==> src/rtl/alu_exec_stage_if.sv <==
// Issue/result handshake bundle for alu_exec_stage.
// master is the issuing/consuming side, slave is the execute stage.
interface alu_exec_stage_if #(
    parameter int TAG_W = 5
);
    logic             in_valid;
    logic             in_ready;
    logic [2:0]       in_funct;
    logic [63:0]      in_a;
    logic [63:0]      in_b;
    logic [TAG_W-1:0] in_tag;
    logic             out_valid;
    logic             out_ready;
    logic [63:0]      out_result;
    logic [TAG_W-1:0] out_tag;
    logic [5:0]       out_flags;
    logic             out_illegal;

    modport master (
        output in_valid, in_funct, in_a, in_b, in_tag, out_ready,
        input  in_ready, out_valid, out_result, out_tag,
        input  out_flags, out_illegal
    );

    modport slave (
        input  in_valid, in_funct, in_a, in_b, in_tag, out_ready,
        output in_ready, out_valid, out_result, out_tag,
        output out_flags, out_illegal
    );
endinterface

==> src/rtl/alu_exec_stage.sv <==
// Execute stage: in-order issue queue feeding alu_64, registered result slot
// and a sticky flag register for later branch resolution.
module alu_exec_stage #(
    parameter int DEPTH = 4,
    parameter int TAG_W = 5
) (
    input  logic                   clk,
    input  logic                   reset,
    alu_exec_stage_if.slave        bus,
    output logic [2:0]             alu_funct,
    output logic [63:0]            alu_a,
    output logic [63:0]            alu_b,
    input  logic [63:0]            alu_result,
    input  logic                   alu_overflow,
    input  logic                   alu_negative,
    input  logic                   alu_zero,
    input  logic                   alu_equal,
    input  logic                   alu_greater,
    input  logic                   alu_less,
    output logic [5:0]             flags,
    output logic [$clog2(DEPTH):0] count
);
    localparam int PW = $clog2(DEPTH);
    localparam int CW = PW + 1;
    localparam logic [CW-1:0] FULL = CW'(DEPTH);

    typedef struct packed {
        logic [2:0]       funct;
        logic [63:0]      a;
        logic [63:0]      b;
        logic [TAG_W-1:0] tag;
    } entry_t;

    entry_t           mem [DEPTH];
    entry_t           head;
    logic [PW-1:0]    wptr;
    logic [PW-1:0]    rptr;
    logic [CW-1:0]    cnt_q;
    logic             empty;
    logic             push;
    logic             cap;
    logic             illegal;
    logic [5:0]       alu_flags;
    logic             out_valid_q;
    logic [63:0]      out_result_q;
    logic [TAG_W-1:0] out_tag_q;
    logic [5:0]       out_flags_q;
    logic             out_illegal_q;
    logic [5:0]       flags_q;

    assign head      = mem[rptr];
    assign empty     = (cnt_q == '0);
    assign illegal   = (head.funct == 3'd7);
    assign alu_flags = {alu_overflow, alu_negative, alu_zero,
                        alu_equal, alu_greater, alu_less};

    // in_ready sees only registered state, never out_ready
    assign bus.in_ready = !reset && (cnt_q != FULL);
    assign push = bus.in_valid && bus.in_ready;
    assign cap  = !empty && (!out_valid_q || bus.out_ready);

    always_comb begin
        alu_funct = 3'd0;
        alu_a     = 64'd0;
        alu_b     = 64'd0;
        if (!empty) begin
            alu_funct = head.funct;
            alu_a     = head.a;
            alu_b     = head.b;
        end
    end

    always_ff @(posedge clk) begin
        if (push) begin
            mem[wptr] <= '{funct: bus.in_funct, a: bus.in_a,
                           b: bus.in_b, tag: bus.in_tag};
        end
    end

    always_ff @(posedge clk) begin
        if (reset) begin
            wptr <= '0;
            rptr <= '0;
            cnt_q <= '0;
        end else begin
            if (push) wptr <= wptr + 1'b1;
            if (cap) rptr <= rptr + 1'b1;
            case ({push, cap})
                2'b10:   cnt_q <= cnt_q + 1'b1;
                2'b01:   cnt_q <= cnt_q - 1'b1;
                default: cnt_q <= cnt_q;
            endcase
        end
    end

    always_ff @(posedge clk) begin
        if (reset) begin
            out_valid_q   <= 1'b0;
            out_result_q  <= 64'd0;
            out_tag_q     <= '0;
            out_flags_q   <= 6'd0;
            out_illegal_q <= 1'b0;
            flags_q       <= 6'd0;
        end else if (cap) begin
            out_valid_q <= 1'b1;
            out_tag_q   <= head.tag;
            // funct 7 ignores the ALU entirely and leaves the sticky flags
            if (illegal) begin
                out_result_q  <= 64'd0;
                out_flags_q   <= 6'd0;
                out_illegal_q <= 1'b1;
            end else begin
                out_result_q  <= alu_result;
                out_flags_q   <= alu_flags;
                out_illegal_q <= 1'b0;
                flags_q       <= alu_flags;
            end
        end else if (out_valid_q && bus.out_ready) begin
            out_valid_q <= 1'b0;
        end
    end

    assign bus.out_valid   = out_valid_q;
    assign bus.out_result  = out_result_q;
    assign bus.out_tag     = out_tag_q;
    assign bus.out_flags   = out_flags_q;
    assign bus.out_illegal = out_illegal_q;
    assign flags           = flags_q;
    assign count           = cnt_q;
endmodule

==> src/flat_wrapper.sv <==
// flat-port wrapper written by rule: the top's interface ports become plain ports
module alu_exec_stage_flat 
#(
    parameter int DEPTH = 4,
    parameter int TAG_W = 5
)
  (clk, reset, alu_funct, alu_a, alu_b, alu_result, alu_overflow, alu_negative, alu_zero, alu_equal, alu_greater, alu_less, flags, count, bus_in_valid, bus_in_funct, bus_in_a, bus_in_b, bus_in_tag, bus_out_ready, bus_in_ready, bus_out_valid, bus_out_result, bus_out_tag, bus_out_flags, bus_out_illegal);
  alu_exec_stage_if #(.TAG_W(TAG_W)) bus_i ();
  input  logic clk;
  input  logic reset;
  output logic [2:0] alu_funct;
  output logic [63:0] alu_a;
  output logic [63:0] alu_b;
  input  logic [63:0] alu_result;
  input  logic alu_overflow;
  input  logic alu_negative;
  input  logic alu_zero;
  input  logic alu_equal;
  input  logic alu_greater;
  input  logic alu_less;
  output logic [5:0] flags;
  output logic [$clog2(DEPTH):0] count;
  input wire logic [$bits(bus_i.in_valid)-1:0] bus_in_valid;
  input wire logic [$bits(bus_i.in_funct)-1:0] bus_in_funct;
  input wire logic [$bits(bus_i.in_a)-1:0] bus_in_a;
  input wire logic [$bits(bus_i.in_b)-1:0] bus_in_b;
  input wire logic [$bits(bus_i.in_tag)-1:0] bus_in_tag;
  input wire logic [$bits(bus_i.out_ready)-1:0] bus_out_ready;
  output wire logic [$bits(bus_i.in_ready)-1:0] bus_in_ready;
  output wire logic [$bits(bus_i.out_valid)-1:0] bus_out_valid;
  output wire logic [$bits(bus_i.out_result)-1:0] bus_out_result;
  output wire logic [$bits(bus_i.out_tag)-1:0] bus_out_tag;
  output wire logic [$bits(bus_i.out_flags)-1:0] bus_out_flags;
  output wire logic [$bits(bus_i.out_illegal)-1:0] bus_out_illegal;
  assign bus_i.in_valid = bus_in_valid;
  assign bus_i.in_funct = bus_in_funct;
  assign bus_i.in_a = bus_in_a;
  assign bus_i.in_b = bus_in_b;
  assign bus_i.in_tag = bus_in_tag;
  assign bus_i.out_ready = bus_out_ready;
  assign bus_in_ready = bus_i.in_ready;
  assign bus_out_valid = bus_i.out_valid;
  assign bus_out_result = bus_i.out_result;
  assign bus_out_tag = bus_i.out_tag;
  assign bus_out_flags = bus_i.out_flags;
  assign bus_out_illegal = bus_i.out_illegal;
  alu_exec_stage #(.DEPTH(DEPTH), .TAG_W(TAG_W)) u_core (.clk(clk), .reset(reset), .bus(bus_i), .alu_funct(alu_funct), .alu_a(alu_a), .alu_b(alu_b), .alu_result(alu_result), .alu_overflow(alu_overflow), .alu_negative(alu_negative), .alu_zero(alu_zero), .alu_equal(alu_equal), .alu_greater(alu_greater), .alu_less(alu_less), .flags(flags), .count(count));
endmodule
==> config.mk <==
export PLATFORM = sky130hd
export DESIGN_NAME = alu_exec_stage_flat
export DESIGN_NICKNAME = d
export VERILOG_FILES = /design/src/rtl/alu_exec_stage_if.sv /design/src/rtl/alu_exec_stage.sv /design/src/flat_wrapper.sv
export SDC_FILE = /design/constraint.sdc
export NUM_CORES = 1
export LEC_CHECK = 0
export ABC_AREA = 1
export CORE_MARGIN = 4
export CORE_UTILIZATION = 45
export DETAILED_ROUTE_END_ITERATION = 8
export GPL_ROUTABILITY_DRIVEN = 0
export HOLD_SLACK_MARGIN = 0.12
export PLACE_DENSITY = 0.8
export SYNTH_ARGS = -nofsm -noshare
export SYNTH_HDL_FRONTEND = slang
export SYNTH_SLANG_ARGS = --single-unit
==> constraint.sdc <==
create_clock -name clk -period 9.8 [get_ports clk]
set_input_delay 1.47 -clock clk [delete_from_list [all_inputs] [get_ports clk]]
set_output_delay 1.47 -clock clk [all_outputs]
set_load 0.02 [all_outputs]
After elaboration in Yosys (flattened, before gate mapping)
Memory sizes are Yosys's and may differ from the RTL's. A register that Yosys moved wholly into a read port is not among the register bits.
Index checks and enable logic that the tools add are counted.
W data, S select, Z words.
{"block": "word_totals", "word_cells": 44, "mem_bits_rw": 544, "regBits": 90, "mem_bits_ro": 0, "inputBits": 210, "mem_count": 1, "output_inout_bits": 218, "latch_bits": 0}
{"memory": "u_core.mem", "depth": 4, "width": 136, "rd": 1, "rd_ports_with_merged_regs": 1, "write_ports": 1, "line": "alu_exec_stage.sv:34", "source": "entry_t mem [DEPTH];"}
{"block": "classes", "n_lt_le_gt_ge": 0, "n_shift": 0, "muxes": 13, "reduce_logical": 12, "n_bitwise": 1, "n_addsub": 4, "n_div": 0, "n_mul": 0, "eq_ne": 4}
{"op": "$mux W64", "n": 3}
{"op": "$mux W6", "n": 1}
{"op": "$pmux W3 S2", "n": 1}
{"op": "$mux W1", "n": 5}
{"op": "$add A2 B1 Y2 const B", "n": 2}
{"op": "$logic_and A1 B1 Y1", "n": 4}
{"op": "$mux W2", "n": 2}
{"op": "$reduce_bool A2 Y1", "n": 2}
{"op": "$add A3 B1 Y3 const B", "n": 1}
{"op": "$eq A3 B3 Y1 const B", "n": 1}
{"op": "$logic_not A1 Y1", "n": 3}
{"op": "$logic_not A3 Y1", "n": 1}
{"op": "$mux W3", "n": 1}
{"op": "$ne A3 B3 Y1 const B", "n": 1}
{"op": "$sub A3 B1 Y3 const B", "n": 1}
{"op": "$eq A2 B1 Y1 const B", "n": 1}
{"op": "$eq A2 B2 Y1 const B", "n": 1}
{"op": "$reduce_and A2 Y1", "n": 1}
{"op": "$logic_or A1 B1 Y1", "n": 1}
{"op": "$not A1 Y1", "n": 1}

Depth between registers and ports, before layout
{"block": "depth", "depth_word": 5, "depth_mapped": 13, "ltp_nobuf": 11}

Worst setup path before layout
Ideal clock, no wire load.
{"block": "synth_timing", "path_kind": "input to register", "from": "in reset", "to": "mem u_core.mem[0][0] in the netlist's numbering (enable)", "path_stages": 3, "setup_ps": 634, "path_buffers": 0, "required_ps": 9166, "arrival_ps": 7892, "path_slack_ps": 1274, "path_cell_list": "a31oi_1 > nand2_1 > nor2_1"}
{"block": "synth_between", "elab_chain_cells": 5}
{"item": "start, declared", "line": "flat_wrapper.sv:10", "source": "input logic reset;"}
{"item": "$logic_not A1 Y1", "line": "alu_exec_stage.sv:58", "source": "assign bus.in_ready = !reset && (cnt_q != FULL);"}
{"item": "$logic_and A1 B1 Y1", "line": "alu_exec_stage.sv:58"}
{"item": "$logic_and A1 B1 Y1", "line": "alu_exec_stage.sv:59", "source": "assign push = bus.in_valid && bus.in_ready;"}
{"item": "$mux W1", "line": "alu_exec_stage.sv:74", "source": "if (push) begin"}
{"item": "$mux W1 (implied by the code)", "line": "alu_exec_stage.sv:75", "source": "mem[wptr] <= '{funct: bus.in_funct, a: bus.in_a,"}
{"item": "end, declared", "line": "alu_exec_stage.sv:34"}
No other way between the ends.

==> flow_summary.toml <==
[status]
status = "complete, no violations"

[layout]
fin_area_mm2 = 0.0312
nNetsFinal = 2624
final_util = 0.589
drive_gt1_frac = 0.0541
area_delta_synth_final_pct = 28.4

[min_path]
min_from = "u_core.bus.out_result[35]"
hp-class = "flip-flop to flip-flop"
hold_path_depth = 2

[worst_setup_path]
rrSetupSlack_ns = 6.45
r2r_end = "u_core.mem[0][19]"
cp-end-kind = "output pin"
required_ns = 8.33
ff2ff_path_depth = 5
cp-endpoint = "alu_a[61]"
r2r-start = "u_core.count[1]"
cp_max_fo = 111
path_class = "flip-flop to output pin"
cp.arrival_ns = 4.88
startpoint_type = "flip-flop"

[sta]
rsz0062_at_grt = "no"
hold_violations = 0
fin_crit_sh = 0.648
tns_ns = 0
slew_headroom = 0.167
fin_worst_skew_ns = 0.0209
finalCriticalPeriod_ns = 6.35
fmax_ghz = 0.157
finalSetupViolCount = 0
worstMarginPinSlew_ns = 1.25
whs_ns = 0.462
drv_slew = 0

[synthesis]
syn_inst = 2025
yosysSeqAreaShare = 0.748
yosys_warnings = 0
synth_nets = 2241
avgSynthCellArea_um2 = 12.0
syn_area_mm2 = 0.0243
synth-seq-cells = 636
synth_area_leaders = "edfxtp_1 67%, nor2_1 8.3%, dfxtp_1 7.6%"
yosysTopAreaCellShare = 0.672
synth_cell_types = 25
synth.largest_area_cell = "edfxtp_1"

[global_routing]
antenna_found_initial = 10
grt_usage = 0.208
grt_overflow = 0
grt_pass1_wl_um = 93700
grt_max_degree = 163
grt_pass1_vias = 17077

[power_and_ir_drop]
leakagePower_nw = 10.6
powerDensity_mw_per_mm2 = 307
vdd_ir_drop_max_mv = 0.246

[clock_tree]
clockRootBuffer = "clkbuf_16"
cts-htree-levels = 3
clkLatencyLatePin_ns = 0.59
postCtsSetupRepairBufs = 0
cts_tree = "done"
cts_hold_buf = 0
cts.path.max_buffers = 3
cts_resized = 0
cts_buffers = 67
path_clk_slew_ns = 0.06
cts.sinks = 636

[floorplanning]
die_h_um = 240
core_mm2 = 0.0530
io_pins = 428
dieArea_mm2 = 0.0578
start_util = 0.459
die_w_um = 240
rows = 84

[routing]
drt_iter0_drc = 1344
ant_nets = 0
vias = 16984
avgViaCountPerCell = 5.39
wl_per_cell_um = 20.0
finalWirelength_um = 63000
post-route-drc-count = 0
dr.pass1.iters = 7

[place]
place_area_mm2 = 0.0291
portBuffers = 427
place_hpwl_um = 37300

[job]
drv_cap = 0
## metal layers
metal / GRT usage / vias to the layer above / routed length, µm
met2: 0.364 / 694 / 31800
li1: - / 7924 / -
met3: 0.0606 / 147 / 5430
met1: 0.241 / 8209 / 23700
met4: 0.0885 / 10 / 2080
met5: 0 / - / 67
## worst min-delay path by stage
| stage | to |
|---|---|
| 6_report | u_core.bus.out_result[35] |
| 2_1_floorplan | flip-flop |
| 3_3_place_gp | u_core.bus.out_result[46] |
| 4_1_cts | u_core.bus.out_result[47] |
| 3_5_place_dp | u_core.bus.out_result[47] |
| 5_1_grt | u_core.bus.out_result[35] |
## through the flow
step | power (mW) | cells | setup WS (ns)
2_1_floorplan | 5.49 | 2025 | 1.27
3_3_place_gp | 7.10 | 3027 | 4.22
3_5_place_dp | 7.17 | 3027 | 4.09
4_1_cts | 9.64 | 3147 | 3.39
5_1_grt | 10.0 | 3151 | 3.15
6_report | 9.56 | 3152 | 3.45
## synthesized netlist by cell type
cell type  count
o21bai_1       1
ha_1           5
buf_4          8
clkbuf_1      64
nand3_2        1
dfxtp_1       92
nand2_1       97
nand3_1       83
nand4_1        6
a21oi_1      203
buf_2         34
and3_1         1
o21ai_0      275
nand2_2        1
nor3_4         1
buf_6          2
fa_1           1
inv_2          4
edfxtp_1     544
o21ai_1        2
nor2_1       540
inv_1         26
a31oi_1        1
buf_1         28
o22ai_1        5
## state kept, by name (all words and copies together) (netlist names), named ones only
signal / count
u_core.mem: 544
u_core.bus.out_result: 64
u_core.bus.out_flags: 6
u_core.flags: 6
u_core.bus.out_tag: 5
u_core.count: 3
u_core.rptr: 2
u_core.wptr: 2
u_core.bus.out_illegal: 1
u_core.bus.out_valid: 1
## area by class of cell
class,count,area [µm²]
Tap cell,688,861
Inverter,30,120
Sequential cell,636,18200
Antenna cell,5,12.5
Clock buffer,87,1840
Multi-Input combinational cell,1223,5440
Fill cell,3950,21800
Timing Repair Buffer,450,4440
Clock inverter,33,300
## critical path, stage by stage, from the launching register on
cell and delay, ns:
dfxtp_4 0.80, buf_4 0.94, buf_4 0.98, nor2_1 0.14, nor2_1 0.14, o21ai_0 0.13, a21oi_1 0.27, clkdlybuf4s50_1 0.65
## cell usage in the layout (no fill, tap or decap), drive strengths merged, types with 2 or more instances in the layout
cell type | netlist | routed
o22ai | 5 | 5
dfxtp | 92 | 92
bufinv | 0 | 4
clkbuf | 64 | 87
nand2 | 98 | 98
inv | 30 | 34
clkdlybuf4s50 | 0 | 426
ha | 5 | 5
edfxtp | 544 | 544
diode | 0 | 5
clkinv | 0 | 23
a21oi | 203 | 203
nor2 | 540 | 540
nand4 | 6 | 6
clkinvlp | 0 | 2
buf | 72 | 24
o21ai | 277 | 277
nand3 | 84 | 84
## kinds of logic (layout without fill, tap and decap cells)
kind of cell,Yosys count,count (layout),synth area share
buffers and inverters,166,600,0.0292
adders and majority gates,6,6,0.00340
AOI/OAI and AO/OA,487,487,0.101
other,0,5,0
and+or+nand+nor,730,730,0.119
DFF,636,636,0.748
## where the power goes
group          switching (mW)  internal (mW)  leakage, nW
registers               0.160           3.17         5.69
clock network            1.01           1.43         1.04
logic                    2.37           1.41         3.86
Note: power is estimated with default switching activity, not from simulation.
